==> config.mk <==
export PLATFORM = sky130hd
export DESIGN_NAME = operand_sequencer
export DESIGN_NICKNAME = d
export VERILOG_FILES = /design/src/rtl/operand_sequencer_pkg.sv /design/src/rtl/operand_sequencer_fifo.sv /design/src/rtl/operand_sequencer.sv
export SDC_FILE = /design/constraint.sdc
export NUM_CORES = 1
export LEC_CHECK = 0
export ABC_AREA = 1
export BUFFER_PORTS_ARGS = -buffer_cell sky130_fd_sc_hd__clkbuf_2
export CORE_ASPECT_RATIO = 1.1
export CORE_MARGIN = 4
export CORE_UTILIZATION = 60
export CTS_BUF_LIST = sky130_fd_sc_hd__clkbuf_4
export CTS_CLUSTER_DIAMETER = 80
export DETAILED_ROUTE_END_ITERATION = 6
export PLACE_DENSITY = 0.82
export RECOVER_POWER = 100
export SLEW_MARGIN = 5
export SYNTH_ARGS = -nofsm -noshare
export SYNTH_HDL_FRONTEND = slang
export SYNTH_SLANG_ARGS = --single-unit
==> constraint.sdc <==
create_clock -name clk -period 3.08 [get_ports clk]
set_input_delay 0.308 -clock clk [delete_from_list [all_inputs] [get_ports clk]]
set_output_delay 0.308 -clock clk [all_outputs]
set_load 0.05 [all_outputs]
==> src/rtl/operand_sequencer_pkg.sv <==
// operand_sequencer_pkg: FSM state encodings and default widths shared by the sequencer, its FIFO and the bench
package operand_sequencer_pkg;
    localparam int OPSEQ_W     = 8;
    localparam int OPSEQ_DEPTH = 4;
    localparam int OPSEQ_LEN_W = 8;
    typedef enum logic [1:0] {
        ST_IDLE   = 2'd0,
        ST_CLEAR  = 2'd1,
        ST_STREAM = 2'd2,
        ST_DONE   = 2'd3
    } state_t;
endpackage

==> src/rtl/operand_sequencer_fifo.sv <==
// opseq_fifo: synchronous operand-pair FIFO with registered full/empty; OPSEQ_LEVEL_EN exposes occupancy
module opseq_fifo
    import operand_sequencer_pkg::*;
#(
    parameter int W2    = 2 * OPSEQ_W,
    parameter int DEPTH = OPSEQ_DEPTH
) (
    input  logic                     clk,
    input  logic                     r,
    input  logic                     push,
    input  logic [W2-1:0]            din,
    input  logic                     pop,
    output logic [W2-1:0]            dout,
    output logic                     full,
`ifdef OPSEQ_LEVEL_EN
    output logic [$clog2(DEPTH):0]   level,
`endif
    output logic                     empty
);
    localparam int AW = $clog2(DEPTH);
    logic [W2-1:0] r_mem [DEPTH];
    logic [AW-1:0] r_wr;
    logic [AW-1:0] r_rd;
    logic [AW:0]   r_level;
    logic          w_push;
    logic          w_pop;
    assign w_push = push && !full;
    assign w_pop  = pop && !empty;
    // full/empty come from the level register only, so a same-cycle pop never raises ready
    assign full   = r_level == (AW+1)'(DEPTH);
    assign empty  = r_level == '0;
    assign dout   = r_mem[r_rd];
`ifdef OPSEQ_LEVEL_EN
    assign level  = r_level;
`endif
    always_ff @(posedge clk or posedge r) begin
        if (r) begin
            r_wr    <= '0;
            r_rd    <= '0;
            r_level <= '0;
        end else begin
            if (w_push) r_wr <= r_wr + 1'b1;
            if (w_pop) r_rd <= r_rd + 1'b1;
            r_level <= r_level + (AW+1)'(w_push) - (AW+1)'(w_pop);
        end
    end
    always_ff @(posedge clk) begin
        if (w_push) r_mem[r_wr] <= din;
    end
endmodule

==> src/rtl/operand_sequencer.sv <==
// operand_sequencer: buffers (a,b) pairs and streams exactly len of them into an enable-less MAC
// OPSEQ_LEVEL_EN adds the level and bubbles observation ports
module operand_sequencer
    import operand_sequencer_pkg::*;
#(
    parameter int W     = OPSEQ_W,
    parameter int DEPTH = OPSEQ_DEPTH,
    parameter int LEN_W = OPSEQ_LEN_W
) (
    input  logic                   clk,
    input  logic                   r,
    input  logic                   in_valid,
    input  logic [W-1:0]           in_a,
    input  logic [W-1:0]           in_b,
    output logic                   in_ready,
    input  logic                   start,
    input  logic [LEN_W-1:0]       len,
    output logic [W-1:0]           acc_a,
    output logic [W-1:0]           acc_b,
    output logic                   acc_clr,
    output logic                   busy,
`ifdef OPSEQ_LEVEL_EN
    output logic [$clog2(DEPTH):0] level,
    output logic [LEN_W-1:0]       bubbles,
`endif
    output logic                   done
);
    state_t           r_state;
    state_t           w_next;
    logic [LEN_W-1:0] r_rem;
    logic [W-1:0]     r_acc_a;
    logic [W-1:0]     r_acc_b;
    logic             r_acc_clr;
    logic             r_busy;
    logic             r_done;
    logic [2*W-1:0]   w_dout;
    logic             w_full;
    logic             w_empty;
    logic             w_pop;
    logic             w_bubble;
    logic             w_start;
    opseq_fifo #(.W2(2 * W), .DEPTH(DEPTH)) u_fifo (
        .clk   (clk),
        .r     (r),
        .push  (in_valid),
        .din   ({in_a, in_b}),
        .pop   (w_pop),
        .dout  (w_dout),
        .full  (w_full),
`ifdef OPSEQ_LEVEL_EN
        .level (level),
`endif
        .empty (w_empty)
    );
    assign in_ready = !w_full;
    assign w_start  = (r_state == ST_IDLE) && start;
    // the pop decision is made while entering/staying in STREAM so the pair is on acc_a/b during that cycle
    always_comb begin
        w_next   = r_state;
        w_pop    = 1'b0;
        w_bubble = 1'b0;
        case (r_state)
            ST_IDLE: w_next = start ? ST_CLEAR : ST_IDLE;
            ST_CLEAR, ST_STREAM: begin
                w_next   = (r_rem == '0) ? ST_DONE : ST_STREAM;
                w_pop    = (r_rem != '0) && !w_empty;
                w_bubble = (r_rem != '0) && w_empty;
            end
            ST_DONE: w_next = ST_IDLE;
            default: w_next = ST_IDLE;
        endcase
    end
    always_ff @(posedge clk or posedge r) begin
        if (r) begin
            r_state   <= ST_IDLE;
            r_rem     <= '0;
            r_acc_a   <= '0;
            r_acc_b   <= '0;
            r_acc_clr <= 1'b1;
            r_busy    <= 1'b0;
            r_done    <= 1'b0;
        end else begin
            r_state   <= w_next;
            r_rem     <= w_start ? len : w_pop ? r_rem - 1'b1 : r_rem;
            r_acc_a   <= w_pop ? w_dout[2*W-1:W] : '0;
            r_acc_b   <= w_pop ? w_dout[W-1:0] : '0;
            r_acc_clr <= w_next == ST_CLEAR;
            r_busy    <= w_next != ST_IDLE;
            r_done    <= w_next == ST_DONE;
        end
    end
`ifdef OPSEQ_LEVEL_EN
    logic [LEN_W-1:0] r_bubbles;
    assign bubbles = r_bubbles;
    always_ff @(posedge clk or posedge r) begin
        if (r) r_bubbles <= '0;
        else if (w_start) r_bubbles <= '0;
        else if (w_bubble && r_bubbles != '1) r_bubbles <= r_bubbles + 1'b1;
    end
`endif
    assign acc_a   = r_acc_a;
    assign acc_b   = r_acc_b;
    assign acc_clr = r_acc_clr;
    assign busy    = r_busy;
    assign done    = r_done;
endmodule

; ---- Word-level counts from Yosys, hierarchy flattened
; Memory sizes are Yosys's and may differ from the RTL's.
; Index checks and enable logic that the tools add are counted.
[totals]
register_bits = 36
mem_count = 1
mem_bits_rw = 64
in_bits = 28
[memory_table]
columns = memory, words, word_bits, rd, rd_clocked_by_memory_dff, write_ports, line_no
row1 = u_fifo.r_mem, 4, 16, 1, 0, 1, operand_sequencer_fifo.sv:21  ; logic [W2-1:0] r_mem [DEPTH];
[classes]
addsub = 5
n_eq_ne = 6
mux = 10
n_reduce_logical = 13
[op_table]
columns = op, count
row1 = 2-to-1 mux 8 bit, 4
row2 = zero test 8 bit, 1
row3 = nonzero test 8 bit, 1
row4 = "subtractor 8 x 1 -> 8 bit, second input constant", 1
row5 = "equality test 2 bit, second input constant", 3
row6 = one-hot mux 2 bit (3 select lines), 1
row7 = 2-to-1 mux 1 bit, 5
row8 = "adder 2 x 1 -> 2 bit, second input constant", 2
row9 = "equality test 2 x 1 -> 1 bit, second input constant", 2
row10 = logical AND 1 bit, 4
row11 = nonzero test 2 bit, 2
row12 = adder 3 x 1 -> 3 bit, 1
row13 = "equality test 3 bit, second input constant", 1
row14 = zero test 3 bit, 1
row15 = subtractor 3 x 1 -> 3 bit, 1
row16 = zero test 1 bit, 2
row17 = zero test 2 bit, 1
row18 = OR reduction 2 bit, 1

; ---- Logic depth before layout (Yosys ltp)
[logic_depth]
ltp_word = 6
depth_mapped = 12
mapped_depth_nobuf = 12

; ---- Modules after synthesis
; A second synthesis with hierarchy kept.
[hier_totals]
hier_cells = 419
hier_area_um2 = 4357.9
[modules_own_cells]
columns = mod, n_inst, area_each_um2, seq_area_each_um2, cells_per_inst
row1 = opseq_fifo, 1, 3004.1, 2097.0, 262
row2 = operand_sequencer, 1, 1353.8, 726.9, 157

; ---- Worst setup path before layout
; No wires, ideal clock.
[synth_timing]
path_type = reg2reg
from = register u_fifo.r_level[1]
to = memory u_fifo.r_mem[0][0] (netlist name) (enable)
path_buffers = 0
stages_incl_launch_ff = 5
arrival_time_ns = 1.824
slack_ns = 0.867
setup_time_ns = 0.389
cell_sequence = dfrtp_1 nor2_1 nand2_1 nand2_1 nor2_1
[synth_between]
elab_chain_len = 5
[synth_lines]
columns = item, line_no
row1 = from (decl), operand_sequencer_fifo.sv:24  ; logic [AW:0] r_level;
row2 = from (signal assigned), operand_sequencer_fifo.sv:44  ; r_level <= r_level + (AW+1)'(w_push) - (AW+1)'(w_pop);
row3 = equality test 3 bit, operand_sequencer_fifo.sv:30  ; assign full = r_level == (AW+1)'(DEPTH);
row4 = zero test 1 bit, n/a
row5 = named net in_ready, operand_sequencer.sv:15  ; output logic in_ready,
row6 = logical AND 1 bit, operand_sequencer_fifo.sv:27  ; assign w_push = push && !full;
row7 = 2-to-1 mux 1 bit, operand_sequencer_fifo.sv:48  ; if (w_push) r_mem[r_wr] <= din;
row8 = 2-to-1 mux 1 bit (not written as such), operand_sequencer_fifo.sv:48
row9 = to (decl), operand_sequencer_fifo.sv:21
; The timed path passes the listed nets, and every way through them passes these cells.

; ---- Final worst setup path
[layout_timing]
from = register r_rem[0]
to = register r_rem[7]
[layout_between]
elab_chain_len = 4
word_cells_on_any_way = 7
classes_between = 1 x add/sub / 3 x mux / 3 x reduce/logical
[layout_lines]
columns = item, line_no
row1 = from (decl), operand_sequencer.sv:30  ; logic [LEN_W-1:0] r_rem;
row2 = from (signal assigned), operand_sequencer.sv:84  ; r_rem <= w_start ? len : w_pop ? r_rem - 1'b1 : r_rem;
row3 = "parallel branches: the longest is 4 deep, another holds subtractor 8 x 1 -> 8 bit", n/a
; Several ways; the timed one is not identified. The select of a mux whose other input is x is not followed.
; A chain may end at the register's enable or synchronous reset.

==> results.yml <==
synth:
  syn_nets: 401
  yosys.area.top_type: "edfxtp_1"
  ys_seq_area_frac: 0.6904
  yosysUniqueCellTypes: 29
  ys_async_sr_fraction: 0.3600
  synth_top_area_frac: 0.4699
  synth_edf_count: 64
  synth_cells: 363
  synthMostInstantiatedCell: "nor2_1"
  synth.ff_latch_count: 100
  synth_ff_type: "edfxtp_1"
  synthTopCellsByCount: "87 x nor2_1, 64 x edfxtp_1, 40 x nand2_1"
  synth.avg_cell_area_um2: 11.27
  ys_warn_count: 0
  syn_area_mm2: 0.004090
  synth_area_leaders: "edfxtp_1 47%, dfrtp_1 21%, nor2_1 8.0%, o21ai_0 4.3%, nand2_1 3.7%"
sta:
  slew_headroom: -0.3562
  fin_skew_ns: 0.01109
  worst_pin_slew_ns: 2.034
  maxSlewViolCount: 37
  hold_viol_final: 0
  totalNegativeSetupSlack_ns: 0
  max_freq_ghz: 0.3944
  fin_crit_ns: 2.536
  rsz0062_at_grt: "false"
  setup_viol: 0
  period_share: 0.8232
detailed_routing:
  dr.first_iter.drc_count: 158
  vias_per_cell: 5.258
  wirelength_mm: 7.568
  wl_per_cell_um: 15.02
  drc: 0
  via_count: 2650
  dr.pass1.iters: 4
  ant_nets: 0
setup_path:
  cp.required_ns: 3.46
  timing.rr.end: "r_rem[7]"
  start_kind: "register"
  worstSetupPathType: "reg -> reg"
  worst-r2r-setup-slack_ns: 0.54
  cpMostUsedCell: "nand2_1"
  path_delay_family: "simple AND/OR/NAND/NOR gates"
  reg2regPathDepth: 10
  cp_num_cells: 10
  path_max_fanout: 19
  endpoint: "r_rem[7]"
  cp-end-kind: "register"
  crit_path_start: "r_rem[0]"
  arrival_ns: 2.92
  r2r-start: "r_rem[0]"
  critPathBufInv: 3
  slowest_stage: "nand2_1"
  path_cells: "inv_1 > ha_1 > nand2_2 > nor2_1 > clkinv_1 > nand2_1 > nand2_1 > inv_1 > nand2_1 > nand2_1"
  max_stage_delay_ns: 0.62
cts:
  h-tree-depth: 3
  cts.path.max_buffers: 2
  cts_setup_buffers: 0
  cts-root-buf: "clkbuf_4"
  cts.sinks: 100
  path_clk_slew_ns: 0.15
  cts_tree: "done"
  clock_latency_ns: 0.43
  cts_made_buffers: 9
cells_and_area:
  antennaDiodeCount: 0
  nets: 455
  nFillCells: 500
  synthToLayoutAreaGrowth_pct: 8.626
  drive_above_1_share: 0.08294
  layout.cells.non_filler: 504
power_and_ir_drop:
  p_switching_mw: 2.047
  power.density_mw_per_mm2: 1036
  leakage_nw: 1.803
  peakVddDrop_uv: 594.8
  power.internal_mw: 2.557
  power_frac_comb: 0.429
  switching_share: 0.4446
  p_seq_frac: 0.438
  total_power_mw: 4.604
  power.share.clock: 0.134
floorplanning:
  dieArea_mm2: 0.008203
  rows: 31
  die_x_um: 86.72
  ios: 48
  die-height_um: 94.60
  initial_core_util: 0.6203
  core_area_mm2: 0.006594
run_status:
  status: "finished with violations"
  violations: "max-capacitance violations, max-slew violations"
global_routing:
  grt_max_degree: 37
  grt_remaining_overflow: 0
  grt_pass1_vias: 2592
  antenna_found_initial: 0
  track_usage: 0.1974
  grt_pass1_wl_mm: 12.17
placement:
  gp_congestion: 0.8801
  placedCellCount: 487
  port-buffer-count: 47
  dp_hpwl_mm: 4.895
job:
  cap_violations: 1
min_path:
  hp-class: "in -> reg"
[worst min-delay path: cells and delay by family]
kind	cells	cell delay, ns
buf+inv	1	0.08
simple gates	2	0.11
[placed cells by master (no fill, tap or decap), drive strengths merged, types with 4 or more instances in the layout]
| cell | n |
|---|---|
| a21oi | 18 |
| clkinv | 4 |
| clkbuf | 62 |
| ha | 9 |
| o21ai | 39 |
| dfrtp | 35 |
| nand3 | 11 |
| nand2 | 44 |
| inv | 31 |
| nor2 | 90 |
| edfxtp | 64 |
[final cells by class]
cell class                 count  area, µm²  share of cell area
sequential                   100       2824              0.6356
multi-input combinational    220       1044              0.2349
timing repair buffer          55      234.0             0.05266
inverter                      31      116.4             0.02619
tap                           82      102.6             0.02309
clock buffer                  10      75.07             0.01690
clock inverter                 6      47.55             0.01070
[stage by stage]
| stage | area [µm²] | setup WS, ns | util | hold slack [ns] |
|---|---|---|---|---|
| 2_1_floorplan | 4090 | 0.8672 | - | 0.4069 |
| 3_3_place_gp | 4419 | 0.8044 | 0.6702 | 0.4264 |
| 3_5_place_dp | 4419 | 0.7298 | 0.6702 | 0.4413 |
| 4_1_cts | 4552 | 0.7092 | 0.6903 | 0.06977 |
| 5_1_grt | 4443 | 0.3098 | 0.6738 | 0.09234 |
| 6_report | 4443 | 0.5445 | 0.6738 | 0.09496 |
[flip-flops by register name (all words and copies together), names as in the netlist]
| signal | count |
|---|---|
| done | 1 |
| r_rem | 8 |
| r_state | 2 |
| u_fifo.r_wr | 2 |
| acc_b | 8 |
| u_fifo.r_mem | 64 |
| busy | 1 |
| acc_clr | 1 |
| u_fifo.r_level | 3 |
| acc_a | 8 |
| u_fifo.r_rd | 2 |
[power groups by stage]
stage / Clock (mW) / Sequential (mW) / Combinational (mW)
6_report: 0.615 / 2.02 / 1.97
5_1_grt: 0.684 / 2.05 / 2.24
4_1_cts: 0.622 / 2.01 / 2.12
3_5_place_dp: 0 / 2.04 / 2.11
3_3_place_gp: 0 / 2.03 / 2.05
2_1_floorplan: 0 / 2.30 / 1.35
[layer usage]
layer / up-vias / routed length (µm) / track usage
met5: - / 0 / 0
li1: 1309 / - / -
met3: 10 / 396 / 0.04276
met2: 80 / 3904 / 0.3284
met1: 1251 / 3129 / 0.2518
met4: 0 / 138 / 0.08182
[worst min path at each step]
stage	startpoint	end	slack, ns	cells past startpoint
after CTS	in_b[3]	u_fifo.r_mem[3][3]	0.07	1
after floorplan	in_b[0]	u_fifo.r_mem[0][0]	0.41	0
after detailed placement	r	r_rem[5]	0.44	3
after global routing	in_a[0]	u_fifo.r_mem[3][8]	0.09	1
final	len[5]	r_rem[5]	0.09	3
after global placement	r	r_rem[5]	0.43	3
[what timing repair did]
action                     CTS  global route
hold buffers                 1             0
setup endpoints to repair    0             0
resized for setup            0             0
hold endpoints to repair    35             0
[kinds of logic after synthesis]
kind of cell	after synthesis	share of synthesized area
buf+inv	43	0.04344
compound gates	59	0.07617
xor+xnor	3	0.006425
simple gates	148	0.1511
fa+ha+maj	10	0.03243
flops	100	0.6904
(Power assumes the default switching activity.)
